==> src/rtl/fir_mac_sched_if.sv <==
// Control bundle between the FIR MAC sequencer and its neighbours.
// The sequencer sits on the slave side; the strobe source and datapath see it as master.
interface fir_mac_sched_if #(
  parameter int AW = 4
);
  logic          sam_clk_en;
  logic          clr_ovr;
  logic          ld_x;
  logic          mac_vld;
  logic [AW-1:0] pair_addr;
  logic          acc_en;
  logic          acc_clr;
  logic          y_ld;
  logic          busy;
  logic          overrun;

  modport master (
    output sam_clk_en, clr_ovr,
    input  ld_x, mac_vld, pair_addr, acc_en, acc_clr, y_ld, busy, overrun
  );

  modport slave (
    input  sam_clk_en, clr_ovr,
    output ld_x, mac_vld, pair_addr, acc_en, acc_clr, y_ld, busy, overrun
  );
endinterface

==> src/rtl/fir_mac_sched.sv <==
// Sequencer for a time-shared symmetric FIR: one pre-add/multiply per coefficient
// pair per sample, accumulator control aligned to the multiplier latency.
//
// state | meaning
// IDLE  | waiting for a sample strobe
// SHIFT | new sample enters the delay line
// MAC   | one coefficient pair launched per cycle
// DRAIN | last products travelling through the multiplier
// DONE  | accumulator result loaded into y
module fir_mac_sched #(
  parameter int N_PAIRS  = 11,
  parameter int MULT_LAT = 2,
  parameter int AW       = 4
) (
  input  logic             clk,
  input  logic             reset,
  fir_mac_sched_if.slave   bus
);

  localparam int DW = (MULT_LAT > 1) ? $clog2(MULT_LAT) : 1;
  localparam logic [AW-1:0] LAST_PAIR = AW'(N_PAIRS - 1);
  localparam logic [DW-1:0] DRN_INIT  = DW'(MULT_LAT - 1);

  typedef enum logic [2:0] {
    S_IDLE,
    S_SHIFT,
    S_MAC,
    S_DRAIN,
    S_DONE
  } state_t;

  state_t                state_q, state_d;
  logic [AW-1:0]         cnt_q, cnt_d;
  logic [DW-1:0]         drn_q, drn_d;
  logic                  ovr_q, ovr_d;

  logic                  ld_x_q, ld_x_d;
  logic                  mac_vld_q, mac_vld_d;
  logic [AW-1:0]         pair_addr_q, pair_addr_d;
  logic                  y_ld_q, y_ld_d;
  logic                  busy_q, busy_d;
  logic                  overrun_q, overrun_d;
  logic [MULT_LAT-1:0]   vld_sr_q, vld_sr_d;
  logic [MULT_LAT-1:0]   first_sr_q, first_sr_d;

  always_comb begin
    state_d = state_q;
    cnt_d   = cnt_q;
    drn_d   = drn_q;
    ovr_d   = ovr_q;
    if (bus.clr_ovr) ovr_d = 1'b0;

    // An ignored strobe is assigned after the clear so that set wins.
    unique case (state_q)
      S_IDLE: begin
        if (bus.sam_clk_en) state_d = S_SHIFT;
      end
      S_SHIFT: begin
        if (bus.sam_clk_en) ovr_d = 1'b1;
        cnt_d   = '0;
        state_d = S_MAC;
      end
      S_MAC: begin
        if (bus.sam_clk_en) ovr_d = 1'b1;
        if (cnt_q == LAST_PAIR) begin
          cnt_d   = '0;
          drn_d   = DRN_INIT;
          state_d = S_DRAIN;
        end else begin
          cnt_d = cnt_q + AW'(1);
        end
      end
      S_DRAIN: begin
        if (bus.sam_clk_en) ovr_d = 1'b1;
        if (drn_q == '0) state_d = S_DONE;
        else             drn_d   = drn_q - DW'(1);
      end
      S_DONE: begin
        state_d = bus.sam_clk_en ? S_SHIFT : S_IDLE;
      end
      default: state_d = S_IDLE;
    endcase
  end

  always_comb begin
    ld_x_d      = (state_q == S_SHIFT);
    mac_vld_d   = (state_q == S_MAC);
    pair_addr_d = (state_q == S_MAC) ? cnt_q : '0;
    y_ld_d      = (state_q == S_DONE);
    busy_d      = (state_q != S_IDLE);
    overrun_d   = ovr_q;
    vld_sr_d    = MULT_LAT'({vld_sr_q, mac_vld_q});
    first_sr_d  = MULT_LAT'({first_sr_q, mac_vld_q && (pair_addr_q == '0)});
  end

  always_ff @(posedge clk or negedge reset) begin
    if (!reset) begin
      state_q     <= S_IDLE;
      cnt_q       <= '0;
      drn_q       <= '0;
      ovr_q       <= 1'b0;
      ld_x_q      <= 1'b0;
      mac_vld_q   <= 1'b0;
      pair_addr_q <= '0;
      y_ld_q      <= 1'b0;
      busy_q      <= 1'b0;
      overrun_q   <= 1'b0;
      vld_sr_q    <= '0;
      first_sr_q  <= '0;
    end else begin
      state_q     <= state_d;
      cnt_q       <= cnt_d;
      drn_q       <= drn_d;
      ovr_q       <= ovr_d;
      ld_x_q      <= ld_x_d;
      mac_vld_q   <= mac_vld_d;
      pair_addr_q <= pair_addr_d;
      y_ld_q      <= y_ld_d;
      busy_q      <= busy_d;
      overrun_q   <= overrun_d;
      vld_sr_q    <= vld_sr_d;
      first_sr_q  <= first_sr_d;
    end
  end

  assign bus.ld_x      = ld_x_q;
  assign bus.mac_vld   = mac_vld_q;
  assign bus.pair_addr = pair_addr_q;
  assign bus.acc_en    = vld_sr_q[MULT_LAT-1];
  assign bus.acc_clr   = first_sr_q[MULT_LAT-1];
  assign bus.y_ld      = y_ld_q;
  assign bus.busy      = busy_q;
  assign bus.overrun   = overrun_q;

endmodule

==> src/flat_wrapper.sv <==
// flat-port wrapper written by rule: the top's interface ports become plain ports
module fir_mac_sched_flat 
#(
  parameter int N_PAIRS  = 11,
  parameter int MULT_LAT = 2,
  parameter int AW       = 4
)
  (clk, reset, bus_sam_clk_en, bus_clr_ovr, bus_ld_x, bus_mac_vld, bus_pair_addr, bus_acc_en, bus_acc_clr, bus_y_ld, bus_busy, bus_overrun);
  fir_mac_sched_if #(.AW(AW)) bus_i ();
  input  logic clk;
  input  logic reset;
  input wire logic [$bits(bus_i.sam_clk_en)-1:0] bus_sam_clk_en;
  input wire logic [$bits(bus_i.clr_ovr)-1:0] bus_clr_ovr;
  output wire logic [$bits(bus_i.ld_x)-1:0] bus_ld_x;
  output wire logic [$bits(bus_i.mac_vld)-1:0] bus_mac_vld;
  output wire logic [$bits(bus_i.pair_addr)-1:0] bus_pair_addr;
  output wire logic [$bits(bus_i.acc_en)-1:0] bus_acc_en;
  output wire logic [$bits(bus_i.acc_clr)-1:0] bus_acc_clr;
  output wire logic [$bits(bus_i.y_ld)-1:0] bus_y_ld;
  output wire logic [$bits(bus_i.busy)-1:0] bus_busy;
  output wire logic [$bits(bus_i.overrun)-1:0] bus_overrun;
  assign bus_i.sam_clk_en = bus_sam_clk_en;
  assign bus_i.clr_ovr = bus_clr_ovr;
  assign bus_ld_x = bus_i.ld_x;
  assign bus_mac_vld = bus_i.mac_vld;
  assign bus_pair_addr = bus_i.pair_addr;
  assign bus_acc_en = bus_i.acc_en;
  assign bus_acc_clr = bus_i.acc_clr;
  assign bus_y_ld = bus_i.y_ld;
  assign bus_busy = bus_i.busy;
  assign bus_overrun = bus_i.overrun;
  fir_mac_sched #(.N_PAIRS(N_PAIRS), .MULT_LAT(MULT_LAT), .AW(AW)) u_core (.clk(clk), .reset(reset), .bus(bus_i));
endmodule
==> config.mk <==
export PLATFORM = sky130hd
export DESIGN_NAME = fir_mac_sched_flat
export DESIGN_NICKNAME = d
export VERILOG_FILES = /design/src/rtl/fir_mac_sched_if.sv /design/src/rtl/fir_mac_sched.sv /design/src/flat_wrapper.sv
export SDC_FILE = /design/constraint.sdc
export NUM_CORES = 1
export LEC_CHECK = 0
export BUFFER_PORTS_ARGS = -buffer_cell sky130_fd_sc_hd__buf_2
export CAP_MARGIN = 30
export CORE_MARGIN = 2
export CORE_UTILIZATION = 52
export CTS_CLUSTER_DIAMETER = 60
export DETAILED_ROUTE_END_ITERATION = 8
export HOLD_SLACK_MARGIN = 0.05
export PLACE_DENSITY = 0.75
export SLEW_MARGIN = 25
export SYNTH_ARGS = -nofsm -noshare
export SYNTH_HDL_FRONTEND = slang
export SYNTH_SLANG_ARGS = --single-unit
==> constraint.sdc <==
create_clock -name clk -period 1.5 [get_ports clk]
set_input_delay 0.075 -clock clk [delete_from_list [all_inputs] [get_ports clk]]
set_output_delay 0.075 -clock clk [all_outputs]
set_load 0.03 [all_outputs]
==> key figures, run 1 <==
CTS
  – TritonCTS clock tree: built
  – # H-tree levels: 1
  – Clock Tree Root: clkbuf_4
  – Clock latency at the later pin of the worst-skew pair: about 0.3 ns
  – CTS buffer count: 3
  – CTS Sinks: 22
  – Clock Path Buffers: 2
  – Reg clk slew, reported paths: 0.12 ns

Synthesis
  – Commonest cells in the netlist: dfrtp_1 (22), and2_1 (6), inv_1 (4)
  – Yosys reg bits: 22
  – Synth warnings: 0
  – Number of library cell types mapped by synthesis: 32
  – Post-synth EDFFs: 0
  – Post-synthesis simple-gate area fraction: 20.20%
  – Mux cell area share after synthesis: approximately 1.3%
  – Average cell area after synthesis: about 12 µm²
  – Adder-cell share of the synthesized area: 0%
  – Post-synth top area share: 63.49%
  – Top FF cell, synth: dfrtp_1
  – Sequential share of the synthesized area: 63.49%
  – Xor and xnor area share after synthesis: under 10%
  – Area contributors post-synth: dfrtp_1 (63%), and2_1 (4.3%), a22o_1 (2.0%)
  – Syn Std Cell Area: roughly 870 µm²
  – Syn_nets: 74
  – Syn Inst Count: 70
  – Compound-gate portion of the synthesized area: 9.524%
  – Count leader, synth: dfrtp_1
  – Largest family of logic cells by synthesized area: simple AND/OR/NAND/NOR gates
  – Yosys top cell by area: dfrtp_1
  – Share of flip-flops with an asynchronous set or reset: 100.0%

Critical path
  – Crit Path Max Fanout: 11
  – CP Capture Type: register
  – Setup CP Type: register to register
  – Req. time, crit path: 1.70 ns
  – Crit path DAT: 1.59 ns
  – Critical path startpoint category: register

Pwr
  – Switching pwr: ~0.81 mW
  – Switching share of power: ~40%
  – Pleak: 0.5200 nW
  – Int Power: 1.269 mW
  – Reg power frac: 46.2%
  – Combinational power share: roughly two fifths
  – Pwr Density: just over 2000 nW/µm²
  – Clock Power Share: 15.2%
  – Worst vdd ir: 1.035 mV

Routing
  – Drt total wl: roughly 1400 µm
  – DR WL/cell: 13.06 µm
  – Via count: 551
  – Vias/cell: 5.248
  – Residual DRC: 0
  – Drt pass-1 iters: 4
  – DRT iter0 DRCs: 8
  – ANT nets after route: 0

Global routing
  – Overflow after GRT: 0
  – Initial antenna violation count: 0
  – First-pass GRT wire length: 2352 µm
  – Number of global-route vias before repair: 531
  – Largest net degree at the start of global routing: 23
  – Overall Global Routing Usage: roughly 17%

Die
  – Chip width: about 45 µm
  – Core region area: 1541 µm²
  – Initial core utilization: 56.25%
  – Total Die Area: 2010 µm²
  – Floorplan row count: 14
  – Chip height: 44.84 µm
  – Io pins: 15

Final layout
  – Storage element area: 550.5 µm²
  – Multi-input logic area: 277.8 µm²
  – Design Area, Final: 1015 µm²
  – Layout cell share with drive strength beyond 1: 25.84%
  – Fill cells: 123
  – Total Nets Final: 94
  – Post-Route Utilization: 65.83%
  – Antenna cell count: 0
  – Area Growth Syn to Fin: 17.03%

Timing
  – Final Hold Viols: 0
  – Max-Slew Margin vs Limit: ~69%
  – Clk_skew: between 0.002 and 0.0025 ns
  – RSZ-0062 raised after global routing: false
  – Slew Limit Fails: 0
  – Fin crit share: 92.19%
  – Final min period: 1.383 ns
  – Setup TNS Final: 0 ns
  – Fmax: 723.1 MHz
  – Final setup vio count: 0
  – Worst Tran Pin Value: 0.4609 ns

Status
  – Status: finished clean

Min path
  – Hold crit path type: primary input to async pin

Placement
  – Placed cell area: between 900 and 1000 µm²
  – GPL Wtd Cong: 0.8099
  – IO Port Bufs: 14

Flow run
  – Max Cap Viol: 0
## final cells by class
class | instances | share of cell area, %
clock buffers | 4 | 3.576
flip-flops and latches | 22 | 54.25
inverters | 4 | 1.480
repair buffers | 19 | 11.34
multi-input cells | 40 | 27.37
well taps | 16 | 1.973
## power groups by stage
stage,combinational [mW],sequential (mW),clock (mW)
CTS,0.810,0.966,0.325
global placement,0.791,0.964,0
floorplan,0.455,1.12,0
finish,0.803,0.962,0.317
detailed placement,0.802,0.981,0
global route,0.900,1.01,0.349
## registers in the layout, summed over array words and instances, names as in the netlist, 2 cells and up
name                  cells
u_core.vld_sr_q           2
u_core.first_sr_q         2
u_core.cnt_q              4
u_core.bus.pair_addr      4
u_core.state_q            3
## per-layer routing
layer  GRT usage [%]  up-vias  part of all wire [%]  wire (µm)
met5               0        -                     0          0
met4           10.00        0                  0.88         12
met3           4.000        2                   2.8         39
met2           24.64       12                    49        668
met1           22.96      256                    47        651
li1                -      281                     -          -
## kinds of logic (layout without fill, tap and decap cells)
| group | count (synthesis) | in the layout |
|---|---|---|
| muxes | 1 | 1 |
| and+or+nand+nor | 26 | 26 |
| buffers and inverters | 8 | 27 |
| AOI/OAI and AO/OA | 12 | 12 |
| DFF | 22 | 22 |
| xor gates and xnor gates | 1 | 1 |
## metrics by stage
stage	worst slack (ns)	hold slack (ns)	total power, mW	instances
3_3_place_gp	0.1793	0.05002	1.755	98
5_1_grt	0.05305	0.2730	2.256	105
3_5_place_dp	0.1340	0.05323	1.783	98
4_1_cts	0.1137	0.2543	2.101	105
6_report	0.1171	0.2472	2.082	105
2_1_floorplan	0.2638	-0.2206	1.573	70
## layout by cell type (no fill, tap or decap), drive strengths merged, types with 2 or more instances in the layout
cell,instances
dfrtp,22
buf,16
and2,6
inv,4
clkbuf,4
o21ai,4
dlygate4sd3,3
nor2b,3
nor2,2
a22o,2
nand3,2
nand2b,2
a21oi,2
nor3b,2
and3b,2
## what timing repair did
item,4_1_cts,5_1_grt
buffers inserted,0,0
resized for setup,0,0
endpoints found under the setup margin,0,0
hold buffers,3,0
endpoints found under the hold margin,24,0
## worst max-delay path: stages, from the launching register on
cell     delay [ns]
dfrtp_1        0.46
nor3b_2        0.18
buf_4          0.17
a211o_1        0.26
a22o_1         0.22
## worst paths after layout
| check | start | to | slack [ns] | depth (start not counted) |
|---|---|---|---|---|
| max | u_core.state_q[1] | u_core.cnt_q[2] | 0.12 | 4 |
| min | reset | u_core.first_sr_q[0] | 0.25 | 2 |
| max reg2reg | u_core.state_q[1] | u_core.cnt_q[2] | 0.12 | 4 |
| min reg2reg | u_core.first_sr_q[0] | u_core.first_sr_q[1] | 0.37 | 0 |
| max in group asynchronous | reset | u_core.bus.overrun | 0.94 | 2 |
| min in group clk | u_core.first_sr_q[0] | u_core.first_sr_q[1] | 0.37 | 0 |
(Power assumes the default switching activity.)
==> run 2: changes to the inputs <==
--- a/config.mk
+++ b/config.mk
@@ -8,11 +8,12 @@
 export BUFFER_PORTS_ARGS = -buffer_cell sky130_fd_sc_hd__buf_2
 export CAP_MARGIN = 30
 export CORE_MARGIN = 2
-export CORE_UTILIZATION = 52
+export CORE_UTILIZATION = 47
+export CTS_BUF_LIST = sky130_fd_sc_hd__clkbuf_16
 export CTS_CLUSTER_DIAMETER = 60
 export DETAILED_ROUTE_END_ITERATION = 8
 export HOLD_SLACK_MARGIN = 0.05
-export PLACE_DENSITY = 0.75
+export PLACE_DENSITY = 0.71
 export SLEW_MARGIN = 25
 export SYNTH_ARGS = -nofsm -noshare
 export SYNTH_HDL_FRONTEND = slang
==> constraint.sdc (replaced) <==
create_clock -name clk -period 1.26 [get_ports clk]
set_input_delay 0.252 -clock clk [delete_from_list [all_inputs] [get_ports clk]]
set_output_delay 0.252 -clock clk [all_outputs]
set_load 0.03 [all_outputs]
==> run 2 against run 1 <==
  * The flow now finishes with violations (negative setup slack)
  * Die area grew 9.7%
  * Worst hold slack got worse by 0.048 ns
  * Power increased by 63%
  * Final cell count increased by 16%
  * Largest cell class unchanged
  * Largest power group is now combinational logic
  * Highest routed layer unchanged
==> key figures, run 2 (synthesis results as in run 1) <==
Die
  – Floorplan row count: 15
  – Core region area: 1727 µm²
  – Io pins: 15
  – Initial core utilization: around 50%
  – Chip width: roughly 47 µm
  – Chip height: 46.95 µm
  – Total Die Area: 2204 µm²

CTS
  – Clock Tree Root: clkbuf_16
  – # H-tree levels: 1
  – CTS buffer count: 3
  – CTS Sinks: 22
  – Clock latency at the later pin of the worst-skew pair: approximately 0.25 ns
  – TritonCTS clock tree: built
  – Reg clk slew, reported paths: 0.06 ns
  – Clock Path Buffers: 2

Placement
  – IO Port Bufs: 14
  – Dpl cells: 114
  – Post-DP HPWL: 1046 µm
  – Dpl ws: approximately 0.0086 ns
  – GPL Wtd Cong: 0.7619

Pwr
  – Reg power frac: 32.7%
  – Clock Power Share: between 20% and 30%
  – Pwr Density: 2838 nW/µm²
  – Int Power: approximately 2.2 mW
  – Switching pwr: 1.158 mW
  – Worst vdd ir: 1.282 mV
  – Total power draw: 3.391 mW
  – Switching share of power: 34.14%
  – Pleak: 0.6018 nW
  – Combinational power share: a little over two fifths

Final layout
  – Most common cell after layout, fill and taps aside: dfrtp_1
  – Area Growth Syn to Fin: 37.81%
  – Total Nets Final: 102
  – Antenna cell count: 0
  – Most frequent cells in the layout: dfrtp_1 (20), buf_2 (14), buf_4 (11)
  – Layout cell share with drive strength beyond 1: 39.18%
  – Fill cells: 134
  – Post-Layout Cell Count: about 120

Status
  – Status: complete, but fails checks
  – Violated checks: negative setup slack

Critical path
  – Setup CP Type: register to register
  – RR Endpoint: u_core.cnt_q[2]
  – CP Capture Type: register
  – Crit Path Max Fanout: 4
  – R2R Setup Slk: -0.01 ns
  – CP Capture Point: u_core.cnt_q[2]
  – FF-to-FF Start: u_core.state_q[0]
  – Critical path startpoint category: register
  – Crit path DAT: roughly 1.4 ns
  – Critical path startpoint: u_core.state_q[0]
  – Worst Reg-to-Reg Cells: 3
  – Req. time, crit path: 1.40 ns

Routing
  – Drt pass-1 iters: 4
  – Drt total wl: roughly 1600 µm
  – DR WL met2: about 780 µm
  – Met1 wire length: 720 µm
  – ANT nets after route: 0
  – DR WL/cell: 13.14 µm
  – DRT iter0 DRCs: 7
  – Via count: 626
  – Residual DRC: 0
  – DR top layer: met4
  – Routed met3 length: approximately 58 µm
  – Vias/cell: just over 5

Timing
  – Final Hold Viols: 0
  – Worst Tran Pin Value: 0.4582 ns
  – Fin crit share: 101.1%
  – Fmax: roughly 800 MHz
  – RSZ-0062 raised after global routing: true
  – Setup WS post-layout: -0.01428 ns
  – Hold slack: 0.1987 ns
  – Final min period: 1.274 ns
  – Slew Limit Fails: 0
  – Max-Slew Margin vs Limit: 69.45%
  – Clk_skew: 0.001156 ns
  – Final setup vio count: 2

Global routing
  – First-pass GRT wire length: 2559 µm
  – Overflow after GRT: 0
  – Largest net degree at the start of global routing: 23
  – Number of global-route vias before repair: 616
  – Initial antenna violation count: 0
  – Overall Global Routing Usage: ~17%

Min path
  – Hold crit path type: primary input to register

Flow run
  – Max Cap Viol: 0
-- run 2: worst max-delay path, cell delays in order (launching register included) --
cell	delay (ns)
dfrtp_2	0.45
xnor2_2	0.21
a211o_1	0.29
a22o_1	0.22
-- run 2: metal layers --
metal	global-route usage [%]	vias up
met5	0	-
met4	12.78	0
met3	3.846	6
met2	26.85	19
met1	20.24	306
li1	-	295
-- run 2: worst min path at each step --
| stage | startpoint | end | slack (ns) | cells past startpoint |
|---|---|---|---|---|
| finish | bus_clr_ovr | u_core.overrun_d | 0.20 | 2 |
| global route | bus_clr_ovr | u_core.overrun_d | 0.19 | 2 |
| CTS | bus_clr_ovr | u_core.overrun_d | 0.19 | 2 |
| detailed placement | reset | u_core.first_sr_q[1] | 0.23 | 1 |
| global placement | reset | u_core.first_sr_q[1] | 0.23 | 1 |
| floorplan | reset | u_core.bus.busy | -0.04 | 0 |
-- run 2: cell type report --
cell class | instances | area (µm²) | area share [%]
flip-flops and latches | 22 | 553.0 | 46.28
repair buffers | 27 | 173.9 | 14.55
inverters | 4 | 15.01 | 1.257
clock inverters | 1 | 30.03 | 2.513
well taps | 25 | 31.28 | 2.618
multi-input cells | 40 | 316.6 | 26.49
clock buffers | 3 | 75.07 | 6.283
-- run 2: repair_timing --
item | in CTS | in global routing
cloned | 0 | 0
setup buffers | 0 | 3
setup endpoints to repair | 1 | 8
hold buffers | 1 | 0
pin swaps | 0 | 4
hold endpoints to repair | 22 | 0
gates resized for setup | 1 | 7
-- run 2: stage by stage --
stage / area, µm² / TNS [ns] / util, %
after floorplan: 867.1 / 0 / -
after global placement: 1012 / 0 / 58.62
after CTS: 1134 / 0 / 65.65
after global routing: 1195 / -0.1214 / 69.20
final: 1195 / -0.02496 / 69.20
after detailed placement: 1012 / 0 / 58.62
-- run 2: power by group through the flow --
stage | Combinational [mW] | Sequential (mW) | Clock, mW
after floorplan | 0.542 | 1.33 | 0
after global placement | 1.14 | 1.10 | 0
after detailed placement | 1.16 | 1.11 | 0
after CTS | 1.20 | 1.10 | 0.874
after global routing | 1.53 | 1.15 | 0.911
final | 1.42 | 1.11 | 0.862
==> run 3: changes to the inputs <==
--- a/config.mk
+++ b/config.mk
@@ -6,14 +6,13 @@
 export NUM_CORES = 1
 export LEC_CHECK = 0
 export BUFFER_PORTS_ARGS = -buffer_cell sky130_fd_sc_hd__buf_2
-export CAP_MARGIN = 30
 export CORE_MARGIN = 2
-export CORE_UTILIZATION = 47
+export CORE_UTILIZATION = 52
 export CTS_BUF_LIST = sky130_fd_sc_hd__clkbuf_16
 export CTS_CLUSTER_DIAMETER = 60
 export DETAILED_ROUTE_END_ITERATION = 8
 export HOLD_SLACK_MARGIN = 0.05
-export PLACE_DENSITY = 0.71
+export PLACE_DENSITY = 0.75
 export SLEW_MARGIN = 25
 export SYNTH_ARGS = -nofsm -noshare
 export SYNTH_HDL_FRONTEND = slang
==> constraint.sdc (replaced) <==
create_clock -name clk -period 1.3 [get_ports clk]
set_input_delay 0.26 -clock clk [delete_from_list [all_inputs] [get_ports clk]]
set_output_delay 0.26 -clock clk [all_outputs]
set_load 0.03 [all_outputs]
==> run 3 against run 2 <==
  * The flow now finishes without violations
  * Sequential share of layout area up 4.6 points
  * Setup slack better by 0.053 ns
  * Combinational power down 20%
  * Cell area down 9.0%
  * Non-clock buffer count down 4
  * Clock power down 29%
  * Routed wire length down 2.1%
  * Sequential power about the same
==> key figures, run 3 (synthesis results as in run 1) <==
Status
  – Status: finished clean

Placement
  – GPL Wtd Cong: 0.8030
  – Placed cell area: 993.5 µm²
  – Dpl ws: 0.02770 ns
  – IO Port Bufs: 14
  – Post-DP HPWL: approximately 1100 µm

Routing
  – Residual DRC: 0
  – DRT iter0 DRCs: 3
  – Vias/cell: approximately 5.4
  – ANT nets after route: 0
  – Via count: 585
  – Drt pass-1 iters: 4
  – Drt total wl: 1570 µm
  – DR WL/cell: 14.54 µm

CTS
  – Clock latency at the later pin of the worst-skew pair: 0.25 ns
  – Clock Path Buffers: 2
  – Reg clk slew, reported paths: about 0.05 ns
  – Clock Tree Root: clkbuf_16
  – # H-tree levels: 1
  – CTS buffer count: 3
  – CTS Sinks: 22
  – TritonCTS clock tree: built
  – Post-CTS Setup Repair Bufs: 0

Timing
  – Fmax: 792.6 MHz
  – Final min period: 1.262 ns
  – Clk_skew: 0.001199 ns
  – Max-Slew Margin vs Limit: 68.84%
  – Setup TNS Final: 0 ns
  – Setup WS post-layout: 0.03841 ns
  – Worst Tran Pin Value: 0.4674 ns
  – Fin crit share: 97.05%
  – Slew Limit Fails: 0
  – Final Hold Viols: 0
  – Final setup vio count: 0

Critical path
  – Req. time, crit path: approximately 1.4 ns
  – Critical path startpoint category: register
  – Cell family with most CP delay: compound AO/OA/AOI/OAI gates
  – Crit Path Max Fanout: 4
  – CP max stage cell: dfrtp_2
  – Critical path startpoint: u_core.state_q[0]
  – Crit-path cells: xnor2_1 > a211o_1 > a22o_1
  – CP Capture Type: register
  – FF-to-FF Start: u_core.state_q[0]
  – Crit path DAT: 1.39 ns
  – Setup CP Type: register to register
  – Max incr delay on CP: 0.45 ns
  – WP buf/inv: 0

Pwr
  – Pleak: 0.5560 nW
  – Worst vdd ir: approximately 1.4 mV
  – Pwr Density: 2606 nW/µm²

Die
  – Core region area: 1541 µm²
  – Total Die Area: 2010 µm²
  – Chip height: 44.84 µm
  – Floorplan row count: 14
  – Io pins: 15
  – Chip width: 44.84 µm
  – Initial core utilization: between 50% and 60%

Final layout
  – Multi-input logic area: 284.0 µm²
  – Area Growth Syn to Fin: 25.40%
  – Antenna cell count: 0
  – Most common cell after layout, fill and taps aside: dfrtp_1
  – Most frequent cells in the layout: dfrtp_1 (20), buf_2 (14), buf_4 (8)
  – Design Area, Final: 1087 µm²
  – Post-Route Utilization: 70.54%
  – Total Nets Final: 98
  – Fill cells: 107
  – Layout cell share with drive strength beyond 1: 32.61%
  – Storage element area: about 550 µm²

Flow run
  – Max Cap Viol: 0

Global routing
  – Largest net degree at the start of global routing: 23
  – Number of global-route vias before repair: 570
  – Initial antenna violation count: 0
  – Overflow after GRT: 0
  – First-pass GRT wire length: 2477 µm
  – Overall Global Routing Usage: 17.95%

Min path
  – HP Start: bus_clr_ovr
  – Hold crit path type: primary input to register
==> run 3: power by group <==
part           internal, mW  switching (mW)
sequential            0.932           0.159
clock                 0.405           0.210
combinational         0.476           0.652
total                  1.81            1.02
==> run 3: routing by layer <==
metal | GRT usage [%] | up-vias | wire (µm)
met4 | 11.18 | 0 | 21
met2 | 29.86 | 12 | 793
met5 | 0 | - | 0
li1 | - | 287 | -
met3 | 4.000 | 2 | 43
met1 | 21.00 | 284 | 712
==> run 3: layout make-up <==
class	instances	area share, %
multi-input cells	40	26.12
flip-flops and latches	22	50.86
well taps	16	1.841
inverters	4	1.381
repair buffers	23	12.89
clock buffers	3	6.905
==> run 3: stage by stage <==
stage / power, mW / hold WS (ns) / instances
final: 2.834 / 0.2473 / 108
after CTS: 2.814 / 0.2488 / 108
after detailed placement: 2.187 / 0.2388 / 104
after floorplan: 1.815 / -0.03559 / 70
after global placement: 2.152 / 0.2391 / 104
after global routing: 2.997 / 0.2581 / 108
==> run 3: worst reg2reg max path, cell delays in order (launching register included) <==
cell and delay [ns]:
dfrtp_2 0.45, xnor2_1 0.19, a211o_1 0.28, a22o_1 0.23
==> run 3: worst paths after layout <==
path,end,slack [ns],cells past startpoint
worst max-delay path,u_core.cnt_q[2],0.04,3
worst min-delay path,u_core.overrun_d,0.25,2
worst max register to register,u_core.cnt_q[2],0.04,3
worst min register to register,u_core.vld_sr_q[1],0.35,0
max in group asynchronous,u_core.state_q[0],0.44,2
min in group asynchronous,u_core.bus.pair_addr[1],0.51,2
==> run 3: repair_timing <==
item / 4_1_cts / 5_1_grt
gates resized for setup: 0 / 3
endpoints found under the hold margin: 22 / 0
endpoints found under the setup margin: 0 / 2
hold buffers: 1 / 0
